[config.mk]
export PLATFORM = sky130hd
export DESIGN_NAME = zsdram_rw_arbiter
export DESIGN_NICKNAME = d
export VERILOG_FILES = /design/src/rtl/zsdram_mux_pkg.sv /design/src/rtl/zsdram_rr_arbiter.sv /design/src/rtl/zsdram_rw_arbiter.sv
export SDC_FILE = /design/constraint.sdc
export NUM_CORES = 1
export LEC_CHECK = 0
export BUFFER_PORTS_ARGS = -buffer_cell sky130_fd_sc_hd__buf_4
export CORE_AREA = 4 4 210 212
export DETAILED_ROUTE_END_ITERATION = 16
export DIE_AREA = 0 0 214 216
export PLACE_DENSITY = 0.57
export SKIP_CTS_REPAIR_TIMING = 1
export SYNTH_ARGS = -nofsm -noshare
export SYNTH_HDL_FRONTEND = slang
export SYNTH_SLANG_ARGS = --single-unit
[constraint.sdc]
create_clock -name clk -period 12.9 [get_ports clk]
set_input_delay 1.935 -clock clk [delete_from_list [all_inputs] [get_ports clk]]
set_output_delay 1.935 -clock clk [all_outputs]
set_load 0.01 [all_outputs]
[src/rtl/zsdram_mux_pkg.sv]
// Shared types and helpers for the SDRAM read/write port arbiter.
package zsdram_mux_pkg;

  typedef enum logic [1:0] {
    IDLE  = 2'd0,
    ISSUE = 2'd1,
    DONE  = 2'd2,
    GAP   = 2'd3
  } state_t;

  localparam int ARB_FIXED = 0;
  localparam int ARB_RR    = 1;

  // Width needed to index n ports; never narrower than one bit.
  function automatic int idx_width(input int n);
    return (n <= 2) ? 1 : $clog2(n);
  endfunction

endpackage

[src/rtl/zsdram_rr_arbiter.sv]
// Combinational winner select: fixed priority or round-robin after a pointer.
module zsdram_rr_arbiter #(
  parameter int N     = 4,
  parameter int IDX_W = 2
) (
  input  logic [N-1:0]     i_req,
  input  logic [IDX_W-1:0] i_ptr,
  input  logic             i_mode,
  output logic [IDX_W-1:0] o_idx,
  output logic             o_valid
);

  // Pick the requester closest after the pointer (rr) or the lowest index (fixed).
  always_comb begin : p_select
    int d;
    int best_d;
    d      = 0;
    best_d = N;
    o_idx  = '0;
    o_valid = |i_req;
    for (int i = 0; i < N; i++) begin
      if (i_mode) begin
        d = i - int'(i_ptr) - 1;
        if (d < 0) d = d + N;
      end else begin
        d = i;
      end
      if (i_req[i] && (d < best_d)) begin
        best_d = d;
        o_idx  = IDX_W'(i);
      end
    end
  end

endmodule

[src/rtl/zsdram_rw_arbiter.sv]
// Arbitrates NUM_RD read and NUM_WR write clients onto one SDRAM controller port.
//
// state | meaning
// IDLE  | wait for any client request, latch winner and raise controller request
// ISSUE | request held until controller done or watchdog expiry
// DONE  | one-cycle done pulse to the granted client
// GAP   | turnaround cycle, watchdog cleared
module zsdram_rw_arbiter
  import zsdram_mux_pkg::*;
#(
  parameter int NUM_RD      = 2,
  parameter int NUM_WR      = 2,
  parameter int ADDR_W      = 24,
  parameter int DATA_W      = 16,
  parameter int BURST       = 4,
  parameter int ARB_MODE    = 1,
  parameter int TIMEOUT_CYC = 1024
) (
  input  logic                             clk,
  input  logic                             rst,
  input  logic                             en,
  output logic                             oRd_Req,
  output logic [ADDR_W-1:0]                oRd_Addr,
  input  logic                             iRd_Done,
  input  logic [BURST*DATA_W-1:0]          iRd_Data,
  output logic                             oWr_Req,
  output logic [ADDR_W-1:0]                oWr_Addr,
  output logic [BURST*DATA_W-1:0]          oWr_Data,
  input  logic                             iWr_Done,
  input  logic [NUM_RD-1:0]                iRd_Req,
  input  logic [NUM_RD*ADDR_W-1:0]         iRd_Addr,
  output logic [NUM_RD-1:0]                oRd_Done,
  output logic [NUM_RD*BURST*DATA_W-1:0]   oRd_Data,
  input  logic [NUM_WR-1:0]                iWr_Req,
  input  logic [NUM_WR*ADDR_W-1:0]         iWr_Addr,
  input  logic [NUM_WR*BURST*DATA_W-1:0]   iWr_Data,
  output logic [NUM_WR-1:0]                oWr_Done,
  output logic                             oBusy,
  output logic                             oTimeout,
  output logic [idx_width(NUM_RD+NUM_WR)-1:0] oErr_Port
);

  localparam int N     = NUM_RD + NUM_WR;
  localparam int IDX_W = idx_width(N);
  localparam int BW    = BURST * DATA_W;
  localparam int WD_W  = (TIMEOUT_CYC < 2) ? 1 : $clog2(TIMEOUT_CYC);
  localparam bit WD_EN = (TIMEOUT_CYC > 0);
  localparam logic [WD_W-1:0] WD_LAST = (TIMEOUT_CYC > 0) ? WD_W'(TIMEOUT_CYC - 1) : '0;

  state_t                   r_state;
  logic [IDX_W-1:0]         r_grant;
  logic [IDX_W-1:0]         r_ptr;
  logic [WD_W-1:0]          r_wdog;
  logic                     r_rd_req;
  logic                     r_wr_req;
  logic [ADDR_W-1:0]        r_rd_addr;
  logic [ADDR_W-1:0]        r_wr_addr;
  logic [BW-1:0]            r_wr_data;
  logic [NUM_RD-1:0]        r_rd_done;
  logic [NUM_WR-1:0]        r_wr_done;
  logic [NUM_RD*BW-1:0]     r_rd_data;
  logic                     r_busy;
  logic                     r_timeout;
  logic [IDX_W-1:0]         r_err_port;

  logic [N-1:0]             w_req;
  logic [IDX_W-1:0]         w_win_idx;
  logic                     w_win_valid;
  logic                     w_win_is_rd;
  logic                     w_grant_is_rd;
  logic                     w_ctl_done;
  logic [ADDR_W-1:0]        w_sel_rd_addr;
  logic [ADDR_W-1:0]        w_sel_wr_addr;
  logic [BW-1:0]            w_sel_wr_data;

  assign w_req         = {iWr_Req, iRd_Req};
  assign w_win_is_rd   = (w_win_idx < IDX_W'(NUM_RD));
  assign w_grant_is_rd = (r_grant < IDX_W'(NUM_RD));
  assign w_ctl_done    = w_grant_is_rd ? iRd_Done : iWr_Done;

  zsdram_rr_arbiter #(
    .N     (N),
    .IDX_W (IDX_W)
  ) u_arb (
    .i_req   (w_req),
    .i_ptr   (r_ptr),
    .i_mode  (ARB_MODE == ARB_RR),
    .o_idx   (w_win_idx),
    .o_valid (w_win_valid)
  );

  // Route the winning client's address and write burst toward the controller regs.
  always_comb begin
    w_sel_rd_addr = '0;
    w_sel_wr_addr = '0;
    w_sel_wr_data = '0;
    for (int i = 0; i < NUM_RD; i++) begin
      if (w_win_idx == IDX_W'(i)) w_sel_rd_addr = iRd_Addr[i*ADDR_W +: ADDR_W];
    end
    for (int i = 0; i < NUM_WR; i++) begin
      if (w_win_idx == IDX_W'(NUM_RD + i)) begin
        w_sel_wr_addr = iWr_Addr[i*ADDR_W +: ADDR_W];
        w_sel_wr_data = iWr_Data[i*BW +: BW];
      end
    end
  end

  // Transaction FSM with all outputs registered; en=0 freezes everything.
  always_ff @(posedge clk) begin
    if (rst) begin
      r_state    <= IDLE;
      r_grant    <= '0;
      r_ptr      <= IDX_W'(N - 1);
      r_wdog     <= '0;
      r_rd_req   <= 1'b0;
      r_wr_req   <= 1'b0;
      r_rd_addr  <= '0;
      r_wr_addr  <= '0;
      r_wr_data  <= '0;
      r_rd_done  <= '0;
      r_wr_done  <= '0;
      r_rd_data  <= '0;
      r_busy     <= 1'b0;
      r_timeout  <= 1'b0;
      r_err_port <= '0;
    end else if (en) begin
      case (r_state)
        IDLE: begin
          if (w_win_valid) begin
            r_grant <= w_win_idx;
            r_busy  <= 1'b1;
            r_state <= ISSUE;
            if (w_win_is_rd) begin
              r_rd_req  <= 1'b1;
              r_rd_addr <= w_sel_rd_addr;
            end else begin
              r_wr_req  <= 1'b1;
              r_wr_addr <= w_sel_wr_addr;
              r_wr_data <= w_sel_wr_data;
            end
          end
        end
        ISSUE: begin
          if (w_ctl_done) begin
            r_rd_req <= 1'b0;
            r_wr_req <= 1'b0;
            r_ptr    <= r_grant;
            for (int i = 0; i < NUM_RD; i++) begin
              r_rd_done[i] <= (r_grant == IDX_W'(i));
              if (r_grant == IDX_W'(i)) r_rd_data[i*BW +: BW] <= iRd_Data;
            end
            for (int i = 0; i < NUM_WR; i++) begin
              r_wr_done[i] <= (r_grant == IDX_W'(NUM_RD + i));
            end
            r_state <= DONE;
          end else if (WD_EN && (r_wdog == WD_LAST)) begin
            // Controller never answered: abandon without a done pulse.
            r_rd_req   <= 1'b0;
            r_wr_req   <= 1'b0;
            r_ptr      <= r_grant;
            r_timeout  <= 1'b1;
            r_err_port <= r_grant;
            r_state    <= GAP;
          end else begin
            r_wdog <= r_wdog + WD_W'(1);
          end
        end
        DONE: begin
          r_rd_done <= '0;
          r_wr_done <= '0;
          r_state   <= GAP;
        end
        GAP: begin
          r_timeout <= 1'b0;
          r_wdog    <= '0;
          r_busy    <= 1'b0;
          r_state   <= IDLE;
        end
        default: r_state <= IDLE;
      endcase
    end
  end

  assign oRd_Req   = r_rd_req;
  assign oRd_Addr  = r_rd_addr;
  assign oWr_Req   = r_wr_req;
  assign oWr_Addr  = r_wr_addr;
  assign oWr_Data  = r_wr_data;
  assign oRd_Done  = r_rd_done;
  assign oRd_Data  = r_rd_data;
  assign oWr_Done  = r_wr_done;
  assign oBusy     = r_busy;
  assign oTimeout  = r_timeout;
  assign oErr_Port = r_err_port;

endmodule

==> results.py <==
metrics = {
    "clocking": {
        "clk_pin_slew_worst_paths_ns": 0.06,
        "cts.path.max_buffers": 3,
        "root_buffer": "clkbuf_16",
        "clock-sinks": 266,
        "htree_levels": 1,
        "cts_buffers": 31,
        "cts_tree": "built",
        "clk_latency_ns": 0.57,
    },
    "sta": {
        "tns_ns": 0,
        "slew_headroom_pct": 25.7,
        "setup_viol": 0,
        "finalClockSkew_ns": 0.0161,
        "max_freq_mhz": 99.1,
        "hold_viol_final": 0,
        "period_share_pct": 78.2,
        "slew_viol_final": 0,
        "rsz0062_at_grt": "false",
        "worst_pin_slew_ns": 1.11,
        "layout_setup_ws_ns": 2.81,
        "layout_min_cycle_time_ns": 10.09,
    },
    "cells_and_area": {
        "fin_area_sq_um": 18400,
        "fill_cells": 4195,
        "multi_input_area_sq_um": 6790,
        "nNetsFinal": 2441,
        "drive_above_1_share_pct": 33.9,
        "diodes": 0,
        "final_util_pct": 43.9,
        "area_delta_synth_final_pct": 43.3,
        "register_area_sq_um": 5330,
    },
    "synthesis": {
        "synthArstFlopShare_pct": 0,
        "yosys_warnings": 0,
        "synth_edf_count": 0,
        "seq_area_frac_synth_pct": 41.5,
        "synth.avg_cell_area_sq_um": 8.51,
        "synth_top_flop_cell": "dfxtp_1",
        "synth_seq_cells": 266,
        "synthCells": 1508,
        "syn_area_sq_um": 12800,
        "synth.distinct_cells": 65,
    },
    "pwr": {
        "pwr-share-clk_pct": 26.1,
        "ir_drop_mv": 0.0974,
        "swShare_pct": 36.0,
        "p_int_mw": 2.07,
        "seqPwrFrac_pct": 34.3,
        "power_mw": 3.23,
        "pwr-share-comb_pct": 39.6,
        "p_leak_nw": 8.49,
        "switchingPower_mw": 1.16,
        "power_density_nw_per_um2": 176,
    },
    "outcome": {
        "status": "finished, final reports clean",
    },
    "floorplanning": {
        "die_w_microns": 214,
        "core-area_sq_um": 41900,
        "start_util_pct": 30.6,
        "rows": 75,
        "die-area_sq_um": 46200,
        "io_pins": 547,
        "die_h_microns": 216,
    },
    "grt": {
        "gr-total-overflow": 0,
        "grt_max_degree": 93,
        "grt_pass1_vias": 12384,
        "antenna_found_initial": 0,
        "grt_use_total_pct": 21.4,
        "grt_first_pass_wirelength_microns": 78900,
    },
    "critical_path": {
        "start_kind": "input port",
        "crit_type": "input port to flop",
        "crit_required_ns": 13.35,
        "critPathSlowestCell": "nor2_1",
        "crit_arrival_ns": 10.54,
        "crit_fanout": 45,
        "path_buf_inv": 4,
        "crit_top_cell": "a21oi_1",
        "max_stage_delay_ns": 0.91,
        "critPathTopFamily": "simple AND/OR/NAND/NOR gates",
        "end_kind": "flop",
    },
    "placed_design": {
        "portBuffers": 546,
        "dpl_cell_area_sq_um": 17400,
        "hpwl_microns": 39600,
        "dp_slack_ns": 2.29,
        "place_congestion": 0.909,
    },
    "hold_path": {
        "hp-class": "flop to flop",
    },
    "run": {
        "maxCapViolCount": 0,
    },
    "route": {
        "wl_per_cell_microns": 20.3,
        "drc_errors": 0,
        "drt_pass1_iterations": 5,
        "wirelength_microns": 52800,
        "vias_per_cell": 4.93,
        "vias": 12803,
        "ant_nets": 0,
        "drt_iter0_markers": 869,
    },
}
==> power groups by stage <==
| stage | clock network, mW | registers [mW] | logic, mW |
|---|---|---|---|
| floorplan | 0 | 1.18 | 0.662 |
| finish | 0.844 | 1.11 | 1.28 |
| CTS | 0.867 | 1.11 | 1.29 |
| global route | 0.902 | 1.13 | 1.38 |
| global placement | 0 | 1.12 | 1.27 |
| detailed placement | 0 | 1.12 | 1.29 |
==> worst register-to-register path, delay by kind of cell (launching register included) <==
family,cells,cell delay (ns)
AO/OA/AOI/OAI,14,3.09
adder cells (fa/ha/maj),4,1.26
buffers and inverters,3,1.41
flip-flops,1,0.55
multiplexers,1,0.38
AND/OR/NAND/NOR,9,2.99
==> Yosys cell counts, types with 3 or more instances <==
cell	count	area share, %
and4_1	3	0.20
nor4_1	6	0.29
nor2_1	69	2.0
o21a_1	3	0.18
buf_6	3	0.26
xor2_1	8	0.55
nor3b_1	5	0.29
buf_4	4	0.23
buf_1	5	0.15
o21ai_0	20	0.78
nand3b_1	3	0.18
mux2i_1	32	2.5
clkbuf_1	66	1.9
a21o_1	3	0.18
a21oi_1	239	9.3
ha_1	105	10
nor4b_1	4	0.27
nand3_1	16	0.62
nor3_1	10	0.39
buf_2	24	0.94
inv_1	116	3.4
xnor2_1	3	0.20
nand2b_1	6	0.29
and3_1	5	0.24
a31oi_1	13	0.63
o221a_1	20	1.8
nand4_1	12	0.58
a211oi_1	29	1.7
o221a_2	68	6.0
nand2_1	298	8.7
dfxtp_1	266	41
==> metrics by stage <==
| stage | std cells | hold WS (ns) |
|---|---|---|
| floorplan | 1547 | 0.472 |
| global placement | 2543 | 0.443 |
| detailed placement | 2543 | 0.447 |
| CTS | 2598 | 0.455 |
| global route | 2598 | 0.470 |
| finish | 2598 | 0.453 |
==> metal layers <==
layer | wire, microns | GRT usage [%] | up-vias
met5 | 0 | 0 | -
met4 | 1600 | 5.94 | 0
met3 | 3430 | 5.09 | 73
met2 | 26800 | 38.5 | 415
met1 | 20900 | 25.6 | 6085
li1 | - | - | 6230
==> flip-flops by register name, summed over array words and instances, names as in the netlist <==
register,count
oWr_Addr,24
oRd_Addr,24
oErr_Port,2
oWr_Data,64
oTimeout,1
oBusy,1
r_wdog,10
oWr_Req,1
oRd_Req,1
r_grant,2
r_state,2
oRd_Done,2
oWr_Done,2
r_ptr,2
oRd_Data,128
==> worst paths after layout <==
check               start      endpoint  slack, ns  cells after the start
min reg2reg  oRd_Data[36]  oRd_Data[36]       0.45                      2
max            iRd_Req[0]  oWr_Data[47]       2.81                     31
min          oRd_Data[36]  oRd_Data[36]       0.45                      2
max reg2reg      r_ptr[0]  oWr_Data[47]       3.07                     31
==> placed cells by master (no fill, tap or decap), drive strengths merged, types with 16 or more instances in the layout <==
master and count:
o221a 88, buf 558, inv 118, o21ai 22, a211oi 29, conb 41
nor2 71, dfxtp 266, mux2i 32, ha 105, a21oi 239, clkbuf 42
nand2 299, nand3 16
==> logic make-up (layout without fill, tap and decap cells) <==
family	Yosys count	in the layout	synth area share [%]
mux	34	34	2.70
compound gates	417	417	22.3
other cells	2	41	0.0585
xor+xnor	11	11	0.751
simple gates	452	452	15.2
flops	266	266	41.5
buf+inv	219	731	6.93
fa+ha+maj	107	107	10.5
==> cell type report <==
| class | instances | share of cell area (%) |
|---|---|---|
| Timing Repair Buffer | 559 | 22.8 |
| Multi-Input combinational cell | 1062 | 36.9 |
| Clock inverter | 14 | 0.599 |
| Inverter | 117 | 2.39 |
| Clock buffer | 41 | 4.64 |
| Sequential cell | 266 | 28.9 |
| Tap cell | 539 | 3.67 |
No activity file was read; power rests on OpenSTA's default activity.
